===== src/rtl/spi_cmd_parser.sv =====
// SPI command parser: decodes opcode/address/payload frames into addressed byte writes
// queued through a small FIFO, with sticky error status returned to the SPI transmitter.
module spi_cmd_parser #(
  parameter int unsigned ADDR_W     = 16,
  parameter int unsigned FIFO_DEPTH = 8
) (
  input  logic              clk,
  input  logic              rst,
  input  logic              frame_start,
  input  logic              frame_end,
  input  logic              rx_valid,
  input  logic [7:0]        rx_data,
  input  logic              clr_status,
  output logic              wr_en,
  output logic [ADDR_W-1:0] wr_addr,
  output logic [7:0]        wr_data,
  input  logic              wr_ready,
  output logic [7:0]        status,
  output logic              busy
);

  localparam int unsigned PtrW = (FIFO_DEPTH > 1) ? $clog2(FIFO_DEPTH) : 1;

  typedef enum logic [2:0] {
    StIdle,
    StOpcode,
    StAddrHi,
    StAddrLo,
    StData,
    StDiscard
  } state_e;

  state_e            state_q, state_d;
  logic [7:0]        addr_hi_q, addr_hi_d;
  logic [ADDR_W-1:0] addr_q, addr_d;
  logic              overflow_q, overflow_d;
  logic              bad_opcode_q, bad_opcode_d;
  logic [3:0]        frame_cnt_q, frame_cnt_d;

  logic [ADDR_W-1:0] mem_addr_q [FIFO_DEPTH];
  logic [7:0]        mem_data_q [FIFO_DEPTH];
  logic [PtrW-1:0]   wptr_q, rptr_q;
  logic [PtrW:0]     count_q;

  logic push_req, push, pop, full, empty;
  logic set_overflow, set_bad, cnt_inc;

  assign empty = (count_q == '0);
  assign full  = (count_q == (PtrW + 1)'(FIFO_DEPTH));
  assign pop   = wr_en && wr_ready;
  // A full FIFO still accepts a byte when the head leaves in the same cycle.
  assign push         = push_req && (!full || pop);
  assign set_overflow = push_req && full && !pop;

  always_comb begin
    state_d   = state_q;
    addr_hi_d = addr_hi_q;
    addr_d    = addr_q;
    push_req  = 1'b0;
    set_bad   = 1'b0;
    cnt_inc   = 1'b0;
    if (frame_start) begin
      // A new chip-select aborts whatever was in progress; any byte this cycle is dropped.
      state_d = StOpcode;
    end else begin
      if (rx_valid) begin
        case (state_q)
          StOpcode: begin
            if (rx_data == 8'h01) begin
              state_d = StAddrHi;
            end else begin
              state_d = StDiscard;
              set_bad = (rx_data != 8'h00);
            end
          end
          StAddrHi: begin
            addr_hi_d = rx_data;
            state_d   = StAddrLo;
          end
          StAddrLo: begin
            addr_d  = ADDR_W'({addr_hi_q, rx_data});
            state_d = StData;
          end
          StData: begin
            push_req = 1'b1;
            addr_d   = addr_q + ADDR_W'(1);
          end
          default: ;
        endcase
      end
      if (frame_end) begin
        state_d = StIdle;
        cnt_inc = (state_q == StData);
      end
    end
  end

  always_comb begin
    overflow_d   = overflow_q;
    bad_opcode_d = bad_opcode_q;
    frame_cnt_d  = frame_cnt_q;
    if (clr_status) begin
      overflow_d   = 1'b0;
      bad_opcode_d = 1'b0;
    end
    // Set events take precedence over a simultaneous clear.
    if (set_overflow) overflow_d = 1'b1;
    if (set_bad) bad_opcode_d = 1'b1;
    if (cnt_inc) frame_cnt_d = frame_cnt_q + 4'd1;
  end

  always_ff @(posedge clk or posedge rst) begin
    if (rst) begin
      state_q      <= StIdle;
      addr_hi_q    <= 8'h00;
      addr_q       <= '0;
      overflow_q   <= 1'b0;
      bad_opcode_q <= 1'b0;
      frame_cnt_q  <= 4'd0;
    end else begin
      state_q      <= state_d;
      addr_hi_q    <= addr_hi_d;
      addr_q       <= addr_d;
      overflow_q   <= overflow_d;
      bad_opcode_q <= bad_opcode_d;
      frame_cnt_q  <= frame_cnt_d;
    end
  end

  // Storage is cleared on reset so the head outputs read zero while idle after reset.
  always_ff @(posedge clk or posedge rst) begin
    if (rst) begin
      wptr_q  <= '0;
      rptr_q  <= '0;
      count_q <= '0;
      for (int unsigned i = 0; i < FIFO_DEPTH; i++) begin
        mem_addr_q[i] <= '0;
        mem_data_q[i] <= 8'h00;
      end
    end else begin
      if (push) begin
        mem_addr_q[wptr_q] <= addr_q;
        mem_data_q[wptr_q] <= rx_data;
        wptr_q             <= wptr_q + PtrW'(1);
      end
      if (pop) begin
        rptr_q <= rptr_q + PtrW'(1);
      end
      case ({push, pop})
        2'b10:   count_q <= count_q + (PtrW + 1)'(1);
        2'b01:   count_q <= count_q - (PtrW + 1)'(1);
        default: ;
      endcase
    end
  end

  assign wr_en   = !empty;
  assign wr_addr = mem_addr_q[rptr_q];
  assign wr_data = mem_data_q[rptr_q];
  assign status  = {overflow_q, bad_opcode_q, 2'b00, frame_cnt_q};
  assign busy    = (state_q != StIdle) || !empty;

endmodule


===== config.mk =====
export PLATFORM = sky130hd
export DESIGN_NAME = spi_cmd_parser
export DESIGN_NICKNAME = d
export VERILOG_FILES = /design/src/rtl/spi_cmd_parser.sv
export SDC_FILE = /design/constraint.sdc
export NUM_CORES = 1
export LEC_CHECK = 0
export BUFFER_PORTS_ARGS = -buffer_cell sky130_fd_sc_hd__buf_2
export CORE_ASPECT_RATIO = 2
export CORE_UTILIZATION = 55
export DETAILED_ROUTE_END_ITERATION = 10
export GPL_ROUTABILITY_DRIVEN = 0
export GPL_TIMING_DRIVEN = 0
export PLACE_DENSITY = 0.69
export SLEW_MARGIN = 25
export SYNTH_ARGS = -nofsm -noshare
export SYNTH_HDL_FRONTEND = slang
export SYNTH_SLANG_ARGS = --single-unit

===== constraint.sdc =====
create_clock -name clk -period 9.16 [get_ports clk]
set_input_delay 1.832 -clock clk [delete_from_list [all_inputs] [get_ports clk]]
set_output_delay 1.832 -clock clk [all_outputs]
set_load 0.01 [all_outputs]

==> run_results.csv, run 1 <==
group,metric,value,unit
run_status,status,"finished, final reports clean",
sta,worst_pin_slew,1.05,ns
die,die-area,21100,um2
route,via_per_inst,6.14,
clock_tree,clk_latency,0.50,ns
sta,relSlewSlack,29.9,%
finish,diodes,0,
route,drt-pass1-iter-count,5,
clock_tree,cts_made_buffers,21,
global_routing,grt_max_degree,95,
sta,slew_viol_final,0,
finish,instances_no_fill,1117,
sta,setup_slack,4.09,ns
placed_design,dpl.cell_count,1082,
critical_path,startpoint,"rptr_q[1]$_DFFE_PP0P_",
critical_path,r2r_end,"count_q[2]$_DFFE_PP0P_",
finish,syn2layout_area_growth,11.8,%
route,first_iter_violations,299,
critical_path,arrival,3.24,ns
sta,fin_crit_sh,55.4,%
global_routing,overflow,0,
synth,syn_inst,770,
clock_tree,clock_sinks,235,
critical_path,path_buf_inv,3,
critical_path,r2r-start,"count_q[1]$_DFFE_PP0P_",
die,die_w,103,um
synth,synth.cell_area,11200,um2
route,vias,6861,
critical_path,crit_top_cell,"buf_1",
critical_path,crit_path_end,"wr_data[3]",
critical_path,required,7.33,ns
route,wl,26300,um
clock_tree,cts.clk_slew.worst_paths,0.06,ns
sta,fmax,197,MHz
global_routing,grt_pass1_vias,7686,
pwr,powerDensity,209,nW/um2
critical_path,r2r_cells,11,
clock_tree,tritoncts,"done",
critical_path,start_kind,"flop",
synth,syn_area_per_cell,14.6,um2
global_routing,grt_first_pass_wirelength,42300,um
die,io_pins,49,
min_path,hp-class,"flop to flop",
synth,synth_area_leader_cell,"dfrtp_1",
critical_path,path_depth,5,
critical_path,max_stage_delay,0.71,ns
sta,hold_violations,0,
critical_path,path_delay_family,"buffers and inverters",
route,drc_errors,0,
synth,synthArstFlopShare,100,%
global_routing,antenna_found_initial,0,
finish,final_cell_mix,"dfrtp_1, mux2_2, buf_2",
clock_tree,post_cts_buffers,0,
critical_path,crit_type,"flop to output port",
sta,rsz0062_at_grt,"no",
clock_tree,cts.repair.resized,0,
die,coreArea,19900,um2
clock_tree,htree_levels,1,
synth,yosysWarnings,0,
critical_path,path_cells,"buf_1 -> buf_1 -> mux4_2 -> mux2_2 -> buf_2",
placed_design,dp_hpwl,18700,um
critical_path,r2r_slack,6.17,ns
route,wl_per_cell,23.6,um
die,initial_core_util,56.5,%
pwr,irDropWorstVdd,191,uV
pwr,total_power,2.63,mW
synth,synth_edf_count,0,
clock_tree,cts-root-buf,"clkbuf_16",
finish,nets,865,
pwr,leakagePower,6.12,nW
finish,layout-drive-gt1-share,41.5,%
placed_design,io_buffer_count,46,
finish,nFillCells,1584,
synth,synth.area.top_cells,"dfrtp_1, mux2_2, mux4_2",
sta,final-setup-viol-count,0,
clock_tree,hold_buffers,0,
global_routing,track_usage,27.0,%
critical_path,crit_path_top_delay_cell,"buf_1",
synth,synth-seq-area-share,52.3,%
synth,synth-seq-cells,235,
sta,clock-skew-final,0.00551,ns
job,cap_violations,0,
synth,ys.flop_type,"dfrtp_1",
synth,yosysTopAreaCellShare,52.3,%
clock_tree,clockBufferDepth,3,
placed_design,dp_slack,4.63,ns
die,num_rows,73,
sta,period_minus_slack,5.07,ns
finish,final_common_cell,"dfrtp_1",
synth,yosys.cell_types.count,59,
critical_path,crit_fanout,10,
die,fp.dieH,204,um
critical_path,end_kind,"output port",
route,ant_nets,0,
[kinds of logic (layout without fill, tap and decap cells)]
family	count (synthesis)	after routing	synth area share (%)
buffers and inverters	77	161	3.80
DFF	235	235	52.3
other	1	2	0.0333
adders and majority gates	7	7	0.779
AOI/OAI and AO/OA	60	60	3.88
xor gates and xnor gates	12	12	0.934
muxes	276	276	33.1
and+or+nand+nor	102	102	5.17
[synthesized netlist by cell type, types with 5 or more instances]
| master | count |
|---|---|
| nor3_1 | 7 |
| o21ai_0 | 11 |
| nor2b_1 | 7 |
| nand2_1 | 13 |
| mux2_2 | 167 |
| ha_1 | 7 |
| mux2_1 | 41 |
| dfrtp_1 | 235 |
| buf_4 | 7 |
| mux2_4 | 20 |
| nand3_1 | 12 |
| nand4_1 | 7 |
| a31oi_1 | 6 |
| nor2_1 | 22 |
| buf_6 | 9 |
| clkbuf_1 | 41 |
| xnor2_1 | 6 |
| buf_2 | 10 |
| a21oi_1 | 14 |
| and3_1 | 6 |
| nand2b_1 | 5 |
| xor2_1 | 6 |
| mux4_2 | 48 |
[through the flow]
stage / TNS, ns / area (um2) / hold WS (ns) / util, %
after detailed placement: 0 / 11900 / 0.471 / 59.7
after global placement: -215.77 / 11800 / 0.455 / 59.3
after global routing: 0 / 12600 / 0.497 / 63.2
after floorplan: 0 / 11300 / 0.447 / -
final: 0 / 12600 / 0.474 / 63.2
after CTS: 0 / 12600 / 0.484 / 63.2
[final cells by class]
class	instances	area, um2	area share [%]
buffer	73	414	3.29
clock buffer	26	564	4.49
clock inverter	9	129	1.02
inverter	4	22.5	0.179
multi-input combinational	459	4940	39.3
sequential	235	5880	46.8
tap	262	328	2.61
timing repair buffer	49	297	2.36
[flip-flops by register name, indices dropped and copies added (netlist names), 4 cells and up]
register     count
mem_addr_q     128
mem_data_q      64
addr_q          16
addr_hi_q        8
count_q          4
frame_cnt_q      4
[report_power, final]
group	leakage, nW	internal (mW)	switching (mW)	total (mW)
clock network	0.335	0.523	0.384	0.907
registers	3.22	1.10	0.0634	1.16
logic	2.56	0.230	0.326	0.556
[routing by layer]
metal  wire [um]  vias to the layer above  GRT usage [%]
li1            -                     2973              -
met1        9450                     3633           30.7
met2       14900                      182           50.3
met3         774                       73           2.22
met4        1210                        0           11.8
met5           0                        -              0
[worst min-delay path by stage]
| stage | from | end | slack, ns | cells after the start |
|---|---|---|---|---|
| floorplan | count_q[3]$_DFFE_PP0P_ | count_q[3]$_DFFE_PP0P_ | 0.45 | 1 |
| global placement | frame_cnt_q[3]$_DFFE_PP0P_ | frame_cnt_q[3]$_DFFE_PP0P_ | 0.45 | 1 |
| detailed placement | frame_cnt_q[3]$_DFFE_PP0P_ | frame_cnt_q[3]$_DFFE_PP0P_ | 0.47 | 1 |
| CTS | frame_cnt_q[3]$_DFFE_PP0P_ | frame_cnt_q[3]$_DFFE_PP0P_ | 0.48 | 1 |
| global route | frame_cnt_q[3]$_DFFE_PP0P_ | frame_cnt_q[3]$_DFFE_PP0P_ | 0.50 | 1 |
| finish | frame_cnt_q[3]$_DFFE_PP0P_ | frame_cnt_q[3]$_DFFE_PP0P_ | 0.47 | 1 |
(Power assumes the default switching activity.)
==> run 2, diff against run 1 <==
==> constraint.sdc (replaced) <==
create_clock -name clk -period 4.7 [get_ports clk]
set_input_delay 0.94 -clock clk [delete_from_list [all_inputs] [get_ports clk]]
set_output_delay 0.94 -clock clk [all_outputs]
set_load 0.01 [all_outputs]
==> run 2 against run 1 <==
Against the previous run: sequential share of layout area is 0.84 points lower; wire length is 0.66% lower; setup slack worse by 3.5 ns; sequential power is 96% higher; combinational power is 96% higher; critical path type unchanged; critical endpoint is now wr_data[2]; highest routed layer unchanged.
==> run_results.csv, run 2 (synthesis gave the netlist of run 1 again) <==
group,metric,value,unit
sta,worst_pin_slew,1.01,ns
min_path,holdCritStartpoint,"frame_cnt_q[3]$_DFFE_PP0P_",
sta,clock-skew-final,0.00930,ns
min_path,hold-path-endpoint,"frame_cnt_q[3]$_DFFE_PP0P_",
finish,largest-register,"mem_addr_q",
pwr,swShare,28.6,%
critical_path,start_kind,"flop",
die,die_w,103,um
route,routed.top_layer,"met4",
die,fp.dieH,204,um
die,num_rows,73,
placed_design,dp_hpwl,18900,um
pwr,power_frac_seq,42.8,%
pwr,powerDensity,414,nW/um2
die,die-area,21100,um2
min_path,hp-class,"flop to flop",
run_status,status,"finished, final reports clean",
route,via_per_inst,6.09,
global_routing,track_usage,27.0,%
route,wl_per_cell,23.2,um
finish,utilization,64.3,%
sta,rsz0062_at_grt,"no",
pwr,irDropWorstVdd,320,uV
critical_path,arrival,3.18,ns
pwr,p_switching,1.52,mW
clock_tree,htree_levels,1,
finish,multiInputGateArea,4950,um2
finish,largest_register_ffs,128,
finish,final_common_cell,"dfrtp_1",
finish,seq_area,5880,um2
die,initial_core_util,56.5,%
critical_path,required,3.76,ns
placed_design,io_buffer_count,46,
die,coreArea,19900,um2
pwr,total_power,5.30,mW
sta,period_minus_slack,4.12,ns
sta,relSlewSlack,32.6,%
critical_path,end_kind,"output port",
clock_tree,cts_made_buffers,22,
critical_path,crit_fanout,10,
clock_tree,post_cts_buffers,0,
global_routing,overflow,0,
critical_path,r2r-start,"count_q[2]$_DFFE_PP0P_",
global_routing,antenna_found_initial,0,
job,cap_violations,0,
clock_tree,cts.clk_slew.worst_paths,0.06,ns
critical_path,r2r_cells,11,
finish,final_cell_mix,"dfrtp_1, mux2_2, buf_2",
clock_tree,hold_buffers,0,
pwr,p_comb_share,20.5,%
min_path,min_path_cells,1,
pwr,leakagePower,6.23,nW
global_routing,grt_max_degree,36,
finish,top_regs,"mem_addr_q: 128 flops, mem_data_q: 64 flops, addr_q: 16 flops",
pwr,power_frac_clock,36.8,%
clock_tree,cts-root-buf,"clkbuf_16",
route,ant_nets,0,
clock_tree,tritoncts,"done",
global_routing,grt_pass1_vias,7440,
placed_design,dpl.cell_count,1087,
sta,hold_violations,0,
route,vias,6865,
clock_tree,clock_sinks,235,
sta,fmax,243,MHz
sta,slew_viol_final,0,
route,wl,26200,um
pwr,intPower,3.78,mW
sta,holdWs,0.475,ns
route,route.met3.wl,957,um
critical_path,r2r_end,"count_q[2]$_DFFE_PP0P_",
critical_path,crit_type,"flop to output port",
route,wl_met2,14900,um
finish,layout-drive-gt1-share,42.2,%
clock_tree,clockBufferDepth,3,
sta,fin_crit_sh,87.6,%
route,drc_errors,0,
finish,nets,871,
finish,syn2layout_area_growth,13.9,%
route,drt-met1-wl,9380,um
finish,diodes,0,
finish,nFillCells,1571,
clock_tree,cts.repair.resized,0,
global_routing,grt_first_pass_wirelength,41900,um
critical_path,r2r_slack,1.74,ns
sta,final-setup-viol-count,0,
clock_tree,clk_latency,0.51,ns
route,first_iter_violations,318,
finish,instances_no_fill,1127,
route,drt-pass1-iter-count,5,
die,io_pins,49,
sta,fin_setup_tns,0,ns
-- run 2: metrics by stage --
step	cell area, um2	setup slack (ns)
finish	12800	0.582
global route	12800	0.527
CTS	12800	0.596
detailed placement	12000	1.14
global placement	11800	-0.299
floorplan	11300	0.682
-- run 2: worst max-delay path, stage by stage (launching register included) --
cell and delay [ns]:
dfrtp_1 0.51, buf_1 0.58, buf_1 0.71, mux4_2 0.44, mux2_2 0.29, buf_2 0.14
-- run 2: metal layers --
metal	vias to the layer above	track usage [%]
met5	-	0
met4	0	10.9
met3	55	3.11
met2	184	49.9
met1	3619	30.9
li1	3007	-
-- run 2: power groups by stage --
| stage | Sequential [mW] | Combinational (mW) | Clock, mW |
|---|---|---|---|
| after CTS | 2.26 | 1.11 | 1.98 |
| final | 2.27 | 1.09 | 1.95 |
| after global routing | 2.28 | 1.18 | 2.07 |
| after detailed placement | 2.30 | 1.10 | 0 |
| after floorplan | 2.27 | 0.773 | 0 |
| after global placement | 2.29 | 1.04 | 0 |
-- run 2: how the worst max path moves through the flow --
stage / slack, ns / end / cells after the start / start
after floorplan: 0.68 / addr_hi_q[0]$_DFFE_PP0P_ / 1 / rst
final: 0.58 / wr_data[2] / 5 / rptr_q[1]$_DFFE_PP0P_
after global placement: -0.30 / mem_data_q[42]$_DFFE_PP0P_ / 2 / rst
after global routing: 0.53 / wr_data[2] / 5 / rptr_q[1]$_DFFE_PP0P_
after detailed placement: 1.14 / wr_data[2] / 5 / rptr_q[1]$_DFFE_PP0P_
after CTS: 0.60 / wr_data[2] / 5 / rptr_q[1]$_DFFE_PP0P_
-- run 2: cell type report --
cell class / instances / area share [%]
clock inverters: 5 / 0.811
inverters: 4 / 0.147
plain buffers: 73 / 3.23
multi-input cells: 459 / 38.6
flip-flops and latches: 235 / 45.9
well taps: 262 / 2.56
clock buffers: 35 / 5.47
repair buffers: 54 / 3.22
==> run 3, diff against run 2 <==
--- a/config.mk
+++ b/config.mk
@@ -6,12 +6,12 @@
 export NUM_CORES = 1
 export LEC_CHECK = 0
 export BUFFER_PORTS_ARGS = -buffer_cell sky130_fd_sc_hd__buf_2
-export CORE_ASPECT_RATIO = 2
+export CORE_ASPECT_RATIO = 1.1
 export CORE_UTILIZATION = 55
 export DETAILED_ROUTE_END_ITERATION = 10
 export GPL_ROUTABILITY_DRIVEN = 0
 export GPL_TIMING_DRIVEN = 0
-export PLACE_DENSITY = 0.69
+export PLACE_DENSITY = 0.72
 export SLEW_MARGIN = 25
 export SYNTH_ARGS = -nofsm -noshare
 export SYNTH_HDL_FRONTEND = slang
==> constraint.sdc (replaced) <==
create_clock -name clk -period 3.35 [get_ports clk]
set_input_delay 0.1675 -clock clk [delete_from_list [all_inputs] [get_ports clk]]
set_output_delay 0.1675 -clock clk [all_outputs]
set_load 0.01 [all_outputs]
==> run 3 against run 2 <==
Against the previous run: sequential share of layout area is 0.39 points lower; hold slack worse by 0.41 ns; sequential power is 40% higher; flip-flop and latch count stayed put; core utilization is 0.48 points higher; highest routed layer unchanged; global-route usage is 2.1 points lower; the run now ends with design-rule violations left.
==> run_results.csv, run 3 (synthesis gave the netlist of run 1 again) <==
group,metric,value,unit
sta,fin_crit_sh,94.5,%
die,initial_core_util,56.4,%
finish,final_cell_mix,"dfrtp_1, mux2_2, buf_2",
sta,hold_violations,0,
die,fp.dieH,152,um
clock_tree,clockBufferDepth,3,
clock_tree,post_cts_buffers,0,
route,drc_errors,4,
job,cap_violations,0,
clock_tree,clock_sinks,235,
pwr,irDropWorstVdd,402,uV
critical_path,arrival,3.00,ns
run_status,violations,"design-rule violations",
finish,top_regs,"mem_addr_q: 128 flops, mem_data_q: 64 flops, addr_q: 16 flops",
critical_path,crit_type,"flop to output port",
sta,slew_viol_final,0,
pwr,total_power,7.56,mW
clock_tree,cts.repair.resized,0,
global_routing,grt_pass1_vias,7444,
finish,largest_register_ffs,128,
pwr,power_frac_clock,38.0,%
clock_tree,hold_buffers,6,
clock_tree,cts.clk_slew.worst_paths,0.06,ns
sta,clock-skew-final,0.00773,ns
critical_path,path_delay_family,"buffers and inverters",
finish,nFillCells,1432,
route,wl,24800,um
die,die_w,138,um
critical_path,start_kind,"flop",
critical_path,path_cells,"buf_1 -> buf_1 -> mux4_2 -> mux2_2 -> buf_2",
die,die-area,21000,um2
global_routing,overflow,0,
die,num_rows,54,
pwr,intPower,5.43,mW
route,wl_per_cell,22.0,um
route,vias,6888,
clock_tree,cts_made_buffers,25,
finish,syn2layout_area_growth,14.8,%
placed_design,io_buffer_count,46,
die,io_pins,49,
clock_tree,htree_levels,1,
clock_tree,clk_latency,0.51,ns
min_path,hp-class,"input pin to flop",
global_routing,antenna_found_initial,0,
route,first_iter_violations,371,
clock_tree,cts-root-buf,"clkbuf_16",
sta,final-setup-viol-count,0,
critical_path,end_kind,"output port",
sta,relSlewSlack,36.3,%
sta,rsz0062_at_grt,"no",
critical_path,crit_top_cell,"buf_1",
finish,largest-register,"mem_addr_q",
finish,multiInputGateArea,4940,um2
global_routing,grt_first_pass_wirelength,40800,um
finish,diodes,0,
route,ant_nets,0,
route,drt-pass1-iter-count,8,
route,via_per_inst,6.11,
finish,layout-drive-gt1-share,42.2,%
finish,nets,880,
sta,worst_pin_slew,0.948,ns
critical_path,path_buf_inv,3,
global_routing,track_usage,24.9,%
sta,fmax,316,MHz
pwr,swShare,28.2,%
finish,seq_area,5880,um2
critical_path,crit_path_top_delay_cell,"buf_1",
critical_path,max_stage_delay,0.60,ns
pwr,leakagePower,6.29,nW
pwr,p_comb_share,20.0,%
clock_tree,tritoncts,"done",
finish,final_common_cell,"dfrtp_1",
run_status,status,"finished with violations",
global_routing,grt_max_degree,36,
critical_path,crit_fanout,10,
sta,period_minus_slack,3.17,ns
placed_design,dp_hpwl,17500,um
critical_path,required,3.18,ns
finish,utilization,64.8,%
die,coreArea,19900,um2
pwr,power_frac_seq,42.0,%
pwr,p_switching,2.14,mW
pwr,powerDensity,585,nW/um2
==> run 3: worst reg2reg max path, stage by stage, from the launching register on <==
cell	delay [ns]
dfrtp_1	0.43
nor3_1	0.79
nand2b_1	0.26
nand2_1	0.21
inv_1	0.08
ha_1	0.25
xor2_1	0.16
ha_1	0.19
a21oi_1	0.14
xor2_1	0.16
nor2_1	0.07
xor2_1	0.15
==> run 3: routing by layer <==
layer / vias up / wire [um] / track usage, %
met3: 77 / 959 / 3.15
li1: 3021 / - / -
met1: 3609 / 10200 / 31.3
met5: - / 0 / 0
met2: 181 / 12800 / 44.0
met4: 0 / 882 / 9.47
==> run 3: final cells by class <==
type                       instances  area share (%)
sequential                       235            45.5
multi-input combinational        459            38.3
clock buffer                      37            5.81
timing repair buffer              60            3.66
buffer                            73            3.22
tap                              252            2.44
clock inverter                     8           0.920
inverter                           4           0.145
==> run 3: stage by stage <==
step / instance area [um2] / TNS (ns) / std cells / hold WS, ns / setup slack, ns
2_1_floorplan: 11300 / 0 / 771 / 0.238 / 0.105
3_3_place_gp: 11800 / -222.29 / 1069 / 0.387 / -0.964
3_5_place_dp: 12000 / 0 / 1077 / 0.227 / 0.347
4_1_cts: 12900 / 0 / 1128 / 0.0628 / 0.140
5_1_grt: 12900 / 0 / 1128 / 0.0719 / 0.00938
6_report: 12900 / 0 / 1128 / 0.0642 / 0.183
==> run 3: final timing paths <==
kind | depth (start not counted) | end | slack [ns] | startpoint
min reg2reg | 1 | mem_addr_q[39]$_DFFE_PP0P_ | 0.48 | mem_addr_q[39]$_DFFE_PP0P_
min in group asynchronous | 3 | mem_addr_q[75]$_DFFE_PP0P_ | 0.22 | rst
min | 4 | bad_opcode_q$_DFFE_PP0P_ | 0.06 | rx_data[7]
max in group asynchronous | 6 | mem_data_q[43]$_DFFE_PP0P_ | 2.12 | rst
max | 5 | wr_data[1] | 0.18 | rptr_q[1]$_DFFE_PP0P_
max reg2reg | 11 | count_q[2]$_DFFE_PP0P_ | 0.33 | count_q[2]$_DFFE_PP0P_
==> run 3: power by group through the flow <==
stage	Combinational (mW)	Sequential, mW	Clock (mW)
6_report	1.51	3.17	2.88
5_1_grt	1.65	3.20	3.04
4_1_cts	1.54	3.17	2.93
3_5_place_dp	1.53	3.22	0
3_3_place_gp	1.44	3.20	0
2_1_floorplan	1.09	3.18	0
